[src/rtl/alien_rocket_scheduler_pkg.sv]
// ---------------------------------------------------------------------------
// alien_rocket_pkg
// Shared types and constants for the alien-rocket scheduler and its arbiter.
//   sched_state_t : scheduler FSM states (IDLE, FLIGHT, COOLDOWN)
//   COORD_W       : pixel coordinate width used by the rocket object
// ---------------------------------------------------------------------------
package alien_rocket_pkg;

    localparam int COORD_W = 11;

    typedef enum logic [1:0] {
        IDLE     = 2'd0,
        FLIGHT   = 2'd1,
        COOLDOWN = 2'd2
    } sched_state_t;

endpackage

[src/rtl/alien_rocket_scheduler_rr_arbiter.sv]
// ---------------------------------------------------------------------------
// rr_arbiter
// Purely combinational round-robin pick: the first set request bit found
// searching upward from ptr, wrapping past N-1 back to 0.
// Ports:
//   req    in  N      request vector, bit i = requester i
//   ptr    in  IDX_W  highest-priority index for this pick (must be < N)
//   onehot out N      one-hot of the winner, 0 when no request
//   idx    out IDX_W  winner index, 0 when no request
//   any    out 1      at least one request is set
// ---------------------------------------------------------------------------
module rr_arbiter #(
    parameter int N     = 8,
    parameter int IDX_W = (N > 1) ? $clog2(N) : 1
) (
    input  logic [N-1:0]     req,
    input  logic [IDX_W-1:0] ptr,
    output logic [N-1:0]     onehot,
    output logic [IDX_W-1:0] idx,
    output logic             any
);

    int               cand;
    logic [IDX_W-1:0] cand_idx;

    // Walk offsets from the farthest to the nearest so the nearest set bit
    // (relative to ptr) is the last assignment and therefore wins.
    always_comb begin
        cand     = 0;
        cand_idx = '0;
        idx      = '0;
        onehot   = '0;
        any      = |req;
        for (int k = N - 1; k >= 0; k--) begin
            cand = int'(ptr) + k;
            if (cand >= N) begin
                cand = cand - N;
            end
            cand_idx = IDX_W'(cand);
            if (req[cand_idx]) begin
                idx = cand_idx;
            end
        end
        if (any) begin
            onehot[idx] = 1'b1;
        end
    end

endmodule

[src/rtl/alien_rocket_scheduler.sv]
// ---------------------------------------------------------------------------
// alien_rocket_scheduler
// Shares the single alien-rocket drawing object among NUM_SHOOTERS columns.
// Round-robin picks a firing column, pulses launch with its start pixel,
// holds the grant while the rocket flies, then waits a frame-counted
// cooldown before the next launch. All outputs are registered.
// Ports:
//   clk             in   1             pixel clock
//   resetN          in   1             asynchronous active-low reset
//   startOfFrame    in   1             one-cycle pulse per VGA frame
//   enable          in   1             game running; gates new launches only
//   fire_req        in   NUM_SHOOTERS  level fire request per column
//   rocket_done     in   1             rocket hit something or left screen
//   launch          out  1             one-cycle load strobe to rocket object
//   launch_x        out  11            launch X pixel (held after launch)
//   launch_y        out  11            launch Y pixel (held after launch)
//   grant           out  NUM_SHOOTERS  one-hot owning column during FLIGHT
//   rocket_busy     out  1             high in FLIGHT
//   cooldown_active out  1             high in COOLDOWN
// ---------------------------------------------------------------------------
module alien_rocket_scheduler
    import alien_rocket_pkg::*;
#(
    parameter int NUM_SHOOTERS      = 8,
    parameter int COL_X0            = 64,
    parameter int COL_PITCH         = 64,
    parameter int LAUNCH_Y          = 120,
    parameter int COOLDOWN_FRAMES   = 30,
    parameter int MAX_FLIGHT_FRAMES = 255
) (
    input  logic                    clk,
    input  logic                    resetN,
    input  logic                    startOfFrame,
    input  logic                    enable,
    input  logic [NUM_SHOOTERS-1:0] fire_req,
    input  logic                    rocket_done,
    output logic                    launch,
    output logic [COORD_W-1:0]      launch_x,
    output logic [COORD_W-1:0]      launch_y,
    output logic [NUM_SHOOTERS-1:0] grant,
    output logic                    rocket_busy,
    output logic                    cooldown_active
);

    localparam int IDX_W = $clog2(NUM_SHOOTERS);
    localparam int FW    = (MAX_FLIGHT_FRAMES > 1) ? $clog2(MAX_FLIGHT_FRAMES + 1) : 1;
    localparam int CW    = (COOLDOWN_FRAMES > 1) ? $clog2(COOLDOWN_FRAMES + 1) : 1;
    localparam logic [FW:0] FLIGHT_LIMIT = (FW + 1)'(MAX_FLIGHT_FRAMES);

    sched_state_t state, state_n;
    logic [IDX_W-1:0]        ptr, ptr_n;
    logic [FW-1:0]           flight_cnt, flight_n;
    logic [CW-1:0]           cool_cnt, cool_n;
    logic                    launch_n;
    logic [COORD_W-1:0]      x_n, y_n, x_calc;
    logic [NUM_SHOOTERS-1:0] grant_n, win_onehot;
    logic [IDX_W-1:0]        win_idx;
    logic                    req_any;
    logic                    watchdog_hit;
    logic                    flight_end;

    rr_arbiter #(
        .N     (NUM_SHOOTERS),
        .IDX_W (IDX_W)
    ) u_arb (
        .req    (fire_req),
        .ptr    (ptr),
        .onehot (win_onehot),
        .idx    (win_idx),
        .any    (req_any)
    );

    // Position math is done at the coordinate width on purpose: a column
    // placed past the screen edge wraps rather than saturating.
    assign x_calc = COORD_W'(COL_X0) + COORD_W'(win_idx) * COORD_W'(COL_PITCH);

    // True when the next frame would bring the flight to its watchdog limit.
    assign watchdog_hit = ({1'b0, flight_cnt} + 1'b1) == FLIGHT_LIMIT;

    always_comb begin
        state_n    = state;
        ptr_n      = ptr;
        flight_n   = flight_cnt;
        cool_n     = cool_cnt;
        launch_n   = 1'b0;
        x_n        = launch_x;
        y_n        = launch_y;
        grant_n    = grant;
        flight_end = 1'b0;
        case (state)
            IDLE: begin
                if (enable && req_any) begin
                    launch_n = 1'b1;
                    x_n      = x_calc;
                    y_n      = COORD_W'(LAUNCH_Y);
                    grant_n  = win_onehot;
                    state_n  = FLIGHT;
                    ptr_n    = (int'(win_idx) == NUM_SHOOTERS - 1) ? '0 : win_idx + 1'b1;
                    flight_n = '0;
                end
            end
            FLIGHT: begin
                if (startOfFrame && (flight_cnt != '1)) begin
                    flight_n = flight_cnt + 1'b1;
                end
                // A real end and a watchdog expiry in one cycle are one end.
                flight_end = rocket_done || (startOfFrame && watchdog_hit);
                if (flight_end) begin
                    grant_n = '0;
                    if (COOLDOWN_FRAMES == 0) begin
                        state_n = IDLE;
                    end else begin
                        state_n = COOLDOWN;
                        cool_n  = CW'(COOLDOWN_FRAMES);
                    end
                end
            end
            COOLDOWN: begin
                if (startOfFrame) begin
                    cool_n = cool_cnt - 1'b1;
                    if (cool_cnt == CW'(1)) begin
                        state_n = IDLE;
                    end
                end
            end
            default: begin
                state_n = IDLE;
                grant_n = '0;
            end
        endcase
    end

    always_ff @(posedge clk or negedge resetN) begin
        if (!resetN) begin
            state           <= IDLE;
            ptr             <= '0;
            flight_cnt      <= '0;
            cool_cnt        <= '0;
            launch          <= 1'b0;
            launch_x        <= '0;
            launch_y        <= '0;
            grant           <= '0;
            rocket_busy     <= 1'b0;
            cooldown_active <= 1'b0;
        end else begin
            state           <= state_n;
            ptr             <= ptr_n;
            flight_cnt      <= flight_n;
            cool_cnt        <= cool_n;
            launch          <= launch_n;
            launch_x        <= x_n;
            launch_y        <= y_n;
            grant           <= grant_n;
            rocket_busy     <= (state_n == FLIGHT);
            cooldown_active <= (state_n == COOLDOWN);
        end
    end

endmodule

[config.mk]
export PLATFORM = sky130hd
export DESIGN_NAME = alien_rocket_scheduler
export DESIGN_NICKNAME = d
export VERILOG_FILES = /design/src/rtl/alien_rocket_scheduler_pkg.sv /design/src/rtl/alien_rocket_scheduler_rr_arbiter.sv /design/src/rtl/alien_rocket_scheduler.sv
export SDC_FILE = /design/constraint.sdc
export NUM_CORES = 1
export LEC_CHECK = 0
export ABC_AREA = 1
export CORE_UTILIZATION = 50
export DETAILED_ROUTE_END_ITERATION = 12
export PLACE_DENSITY = 0.78
export SYNTH_ARGS = -nofsm -noshare
export SYNTH_HDL_FRONTEND = slang
export SYNTH_SLANG_ARGS = --single-unit
[constraint.sdc]
create_clock -name clk -period 3.05 [get_ports clk]
set_input_delay 0.61 -clock clk [delete_from_list [all_inputs] [get_ports clk]]
set_output_delay 0.61 -clock clk [all_outputs]
set_load 0.02 [all_outputs]
# == Word-level counts from Yosys, hierarchy flattened ==
# Cells that the tools add are included.
# op_classes
addsub,20
order_cmp,18
eq_ne,12
n_mux,52
bitwise_logic,1
n_reduce_logical,13
# op_table
op,n
3-bit two-way mux,17
8-bit two-way mux,5
"3-bit by 4-bit < comparator with 1-bit output, second input constant",9
"4-bit greater-or-equal comparator, second input constant",7
1-bit binary-select mux with 3-bit select,8
8-bit one-hot mux with 3 select lines,1
"3-bit by 1-bit subtractor with 3-bit output, second input constant",8
"3-bit by 3-bit adder with 4-bit output, second input constant",4
8-bit one-hot mux with 2 select lines,1
1-bit two-way mux,11
"7-bit by 9-bit adder with 10-bit output, first input constant",1
5-bit two-way mux,2
5-bit one-hot mux with 2 select lines,1
"8-bit by 1-bit adder with 9-bit output, second input constant",1
"9-bit by 8-bit equality test with 1-bit output, second input constant",1
3-bit AND reduction,3
"3-bit by 2-bit adder with 4-bit output, second input constant",2
"8-bit by 1-bit adder with 8-bit output, second input constant",1
2-bit two-way mux,4
"2-bit inequality test, second input constant",4
"8-bit inequality test, second input constant",1
8-bit OR reduction,1
2-bit one-hot mux with 3 select lines,1
"5-bit by 1-bit equality test with 1-bit output, second input constant",1
15 further kinds,21
# totals
regBits,41
input_bits,13
out_inout_bits,33
word_cells,126

# == Longest topological paths before layout ==
# logic_depth
depth_word,20
depth_mapped,20
depth_no_buf,19

# == Cells and area by module ==
# From an unflattened synthesis, not the netlist that was laid out.
# unflattened
hier_cells,342
hier_area_um2,2531.2
# by_module_without_submodules
mod,instances,cells_per_inst,area_each_um2,seq_area_each_um2
alien_rocket_scheduler,1,202,1783.0,825.8
rr_arbiter,1,140,748.2,0.0

# == Worst setup path before layout ==
# No wires, ideal clock.
# synth_path
kind,reg2reg
start,register ptr[1]
end,register ptr[2]
setup_time_ns,0.126
arrival_ns,2.283
required_ns,2.924
setup_slack_ns,0.641
path_stages_with_launch,20
n_path_buf,1
period_less_slack_ns,2.409
path_cell_list,dfrtp_1 > buf_6 > inv_4 > ha_1 > inv_2 > nand3_1 > nand3_2 > nand2_2 > a21oi_1 > nand2_1 > nand2_1 > nand2_1 > nand2_1 > nand2_1 > nand2_2 > nand2_4 > ha_1 > ha_1 > nand2_1 > o21ai_0
# synth_via
elab_chain_cells,15
word_cells_on_any_way,58
classes_between,16 x add/sub; 8 x order compare; 1 x eq/ne; 33 x mux
# synth_rtl
item,line_no,source
"start, declared",alien_rocket_scheduler.sv:51,"logic [IDX_W-1:0] ptr, ptr_n;"
"start signal, assigned",alien_rocket_scheduler.sv:147,ptr <= ptr_n;
3-bit by 3-bit adder with 4-bit output,alien_rocket_scheduler_rr_arbiter.sv:35,cand = int'(ptr) + k;
4-bit greater-or-equal comparator or 3-bit by 1-bit subtractor with 3-bit output (tied branches),"alien_rocket_scheduler_rr_arbiter.sv:36, alien_rocket_scheduler_rr_arbiter.sv:37",
3-bit two-way mux,alien_rocket_scheduler_rr_arbiter.sv:36,if (cand >= N) begin
1-bit binary-select mux with 3-bit select,alien_rocket_scheduler_rr_arbiter.sv:40,if (req[cand_idx]) begin
1-bit two-way mux (implied by the code),alien_rocket_scheduler_rr_arbiter.sv:40,
3-bit two-way mux (7 in series),alien_rocket_scheduler_rr_arbiter.sv:40,
3-bit two-way mux *,alien_rocket_scheduler_rr_arbiter.sv:40,
3-bit by 1-bit adder with 3-bit output or 3-bit by 1-bit equality test with 1-bit output (tied branches),alien_rocket_scheduler.sv:98,ptr_n = (int'(win_idx) == NUM_SHOOTERS - 1) ? '0 : win_idx + 1'b1;
3-bit two-way mux *,alien_rocket_scheduler.sv:98,
# Mark *: on every way between the ends. The rest lies on a longest branch, timed or not. The select of a mux whose other input is x is not followed.
# A chain may end at the register's enable or synchronous reset.

# == Worst setup path in the final report ==
# layout_path
start,register ptr[0]
end,register ptr[2]
# Same word-level chain as after synthesis.

==> results.toml <==
[outcome]
status = "complete, no violations"

[finish]
nFillCells = 413
final_net_count = 374
multi_input_area_um2 = 1318
layoutNonFillerInstCount = 406
drive_gt1_frac = 0.1610
area_growth_pct = 14.94
layout.area.seq_um2 = 825.8
diodes = 0

[cts]
clk_pin_slew_worst_paths_ns = 0.07
htreeDepth = 2
hold_buffers = 0
clk_path_buf_depth = 2
cts_tree = "done"
cts_resized = 0
cts.sinks = 33
postCtsSetupBuffers = 0
root_buffer = "clkbuf_8"
clkLatencyLatePin_ns = 0.29
numCtsBuffers = 5

[die]
die_area_um2 = 5107
rows = 24
initial_core_util = 0.5356
fp.dieW_um = 71.46
die-height_um = 71.46
core_um2 = 4504
io_pins = 46

[drt]
dr.pass1.iters = 4
wirelength_mm = 4.964
wl_per_cell_um = 12.23
num_vias = 2101
vias_per_cell = 5.175
drt_iter0_markers = 151
antenna_left = 0
remaining_drc_errors = 0

[place]
routabilityCongestion = 0.9255
hpwl_mm = 3.945
portBuffers = 31
dp.cells = 398
dp_slack_ns = 0.2011

[logic_synthesis]
synthArstFlopShare = 1.000
ys_top_cells_by_area = "dfrtp_1 (34%), nand2_1 (13%), nand3_1 (8.5%)"
synth_compound_area_frac = 0.08247
synth_area_per_cell_um2 = 7.538
synth_area_um2 = 2412
yosys-mux-area-fraction = 0
synthAdderAreaFrac = 0.04149
syn_inst = 320
synth_top_area_cell = "dfrtp_1"
synthMostInstantiatedCell = "nand2_1"
synth_top_family_by_area = "simple AND/OR/NAND/NOR gates"
ys_top_cells_by_count = "nand2_1 (86), nand3_1 (41), dfrtp_1 (33)"
yosys_warnings = 0
ys.flop_type = "dfrtp_1"
yosys.area_share.simple = 0.3574
synth-seq-cells = 33
ys_seq_area_frac = 0.3423
synth_top_area_frac = 0.3423
synth_edf_count = 0
ys_types = 33
synth-xor-area-share = 0.04305

[timing]
hold_viol = 0
rsz0062_at_grt = "false"
relSlewSlack = 0.4685
worst_slack_ns = 0.3425
finalClockSkew_ns = 0.002692
fin_setup_tns_ns = 0
fmax_mhz = 369.3
report.final.slew_viol_count = 0
worstMarginPinSlew_ns = 0.7943
finalSetupViolations = 0
period_minus_slack_ns = 2.708
timing.final.crit_share = 0.8877

[worst_setup_path]
r2r_start = "ptr[0]"
critPathMaxFanout = 10
crit_path_start = "ptr[0]"
r2r_end = "ptr[2]"
path_common_cell = "nand2_1"
rrSetupSlack_ns = 0.34
cp.buffers_inverters = 2
cp_top_family = "simple AND/OR/NAND/NOR gates"
arrival_ns = 2.85
crit_type = "flop to flop"
crit_path_end_kind = "flop"
reg2reg_depth = 18
start_kind = "flop"
cp.required_ns = 3.19
path_cells = "inv_2, ha_1, inv_2, nand3_1, nand3_2, nand2_2, a21oi_1, nand2_1, nand2_1, nand2_1, nand2_1, nand2_1, nand2_2, nand2_4, ha_1, ha_1, nand2_1, o21ai_0"
critPathMaxStageDelay_ns = 0.39
cpMaxStageDelayCell = "dfrtp_1"

[power_and_ir_drop]
p_leak_nw = 1.402
ir_drop_mv = 0.5073
power.density_nw_per_um2 = 1250

[global_routing]
grt_overflow = 0
first_global_vias = 1912
grt_start_max_net_pins = 34
globalRouteTotalUtil = 0.2127
grt_antenna_before_repair = 0
grt_pass1_wl_mm = 8.411

[worst_hold_path]
worstHoldPathCells = 2
min_from = "launch_x[7]"
hold_path_class = "flop to flop"
min_to = "launch_x[7]"

[run]
cap_violations = 0
## kinds of logic after synthesis
| family | count (synthesis) |
|---|---|
| compound gates | 32 |
| xor+xnor | 11 |
| fa+ha+maj | 8 |
| buf+inv | 59 |
| flops | 33 |
| other cells | 1 |
| simple gates | 176 |
## area by class of cell
cell class | count | share of cell area
multi-input combinational | 241 | 0.4752
sequential | 33 | 0.2978
timing repair buffer | 35 | 0.1227
inverter | 37 | 0.05099
clock buffer | 6 | 0.02617
tap | 52 | 0.02347
clock inverter | 2 | 0.003610
## stage by stage
stage | instance area [um2] | utilization | total power, mW | hold WS, ns
after CTS | 2773 | 0.6156 | 3.472 | 0.4922
after global placement | 2690 | 0.5972 | 3.074 | 0.4748
after global routing | 2773 | 0.6156 | 3.813 | 0.5145
after floorplan | 2461 | - | 2.589 | 0.3144
final | 2773 | 0.6156 | 3.465 | 0.4900
after detailed placement | 2690 | 0.5972 | 3.142 | 0.4791
## state kept, by name, indices dropped and copies added (netlist names)
name	count
ptr	3
launch_x	3
cooldown_active	1
cool_cnt	5
launch_y	1
rocket_busy	1
state	2
grant	8
flight_cnt	8
launch	1
## power by group
group / leakage (nW) / switching [mW] / internal [mW]
logic: 0.933 / 1.58 / 0.870
clock network: 0.0450 / 0.162 / 0.158
registers: 0.424 / 0.107 / 0.591
## worst register-to-register path, stage by stage (launching register included)
cell and delay, ns:
dfrtp_1 0.39, inv_2 0.15, ha_1 0.34, inv_2 0.17
nand3_1 0.14, nand3_2 0.12, nand2_2 0.07, a21oi_1 0.12
nand2_1 0.06, nand2_1 0.05, nand2_1 0.04, nand2_1 0.05
nand2_1 0.05, nand2_2 0.09, nand2_4 0.08, ha_1 0.19
ha_1 0.27, nand2_1 0.09, o21ai_0 0.09
## metal layers
layer  wire length, um  share of wire  global-route usage
met5                 0              0                   0
met4                76          0.015             0.06536
met3               176          0.035             0.04641
met2              2483           0.50              0.3651
met1              2228           0.45              0.2701
## worst max-delay path by stage
stage | depth (start not counted) | end
after CTS | 18 | ptr[2]
final | 18 | ptr[2]
after detailed placement | 18 | ptr[2]
after global routing | 18 | ptr[2]
after floorplan | 19 | ptr[2]
after global placement | 18 | ptr[2]
## placed cells by master (no fill, tap or decap), drive strengths merged
cell type      netlist  final
nor2                12     12
inv                 37     37
o21bai               3      3
nand2              108    108
nand4                2      2
a21oi                7      7
ha                   8      8
or2                  1      1
a21boi               2      2
clkinv               0      2
xnor2                3      3
buf                 22      4
o22ai                6      6
o41ai                1      1
o21ai               13     13
dfrtp               33     33
nor4                 2      2
clkdlybuf4s50        0     31
nand3               49     49
clkbuf               0      6
conb                 1     14
nor3                 2      2
xor2                 8      8
Note: power is estimated with default switching activity, not from simulation.
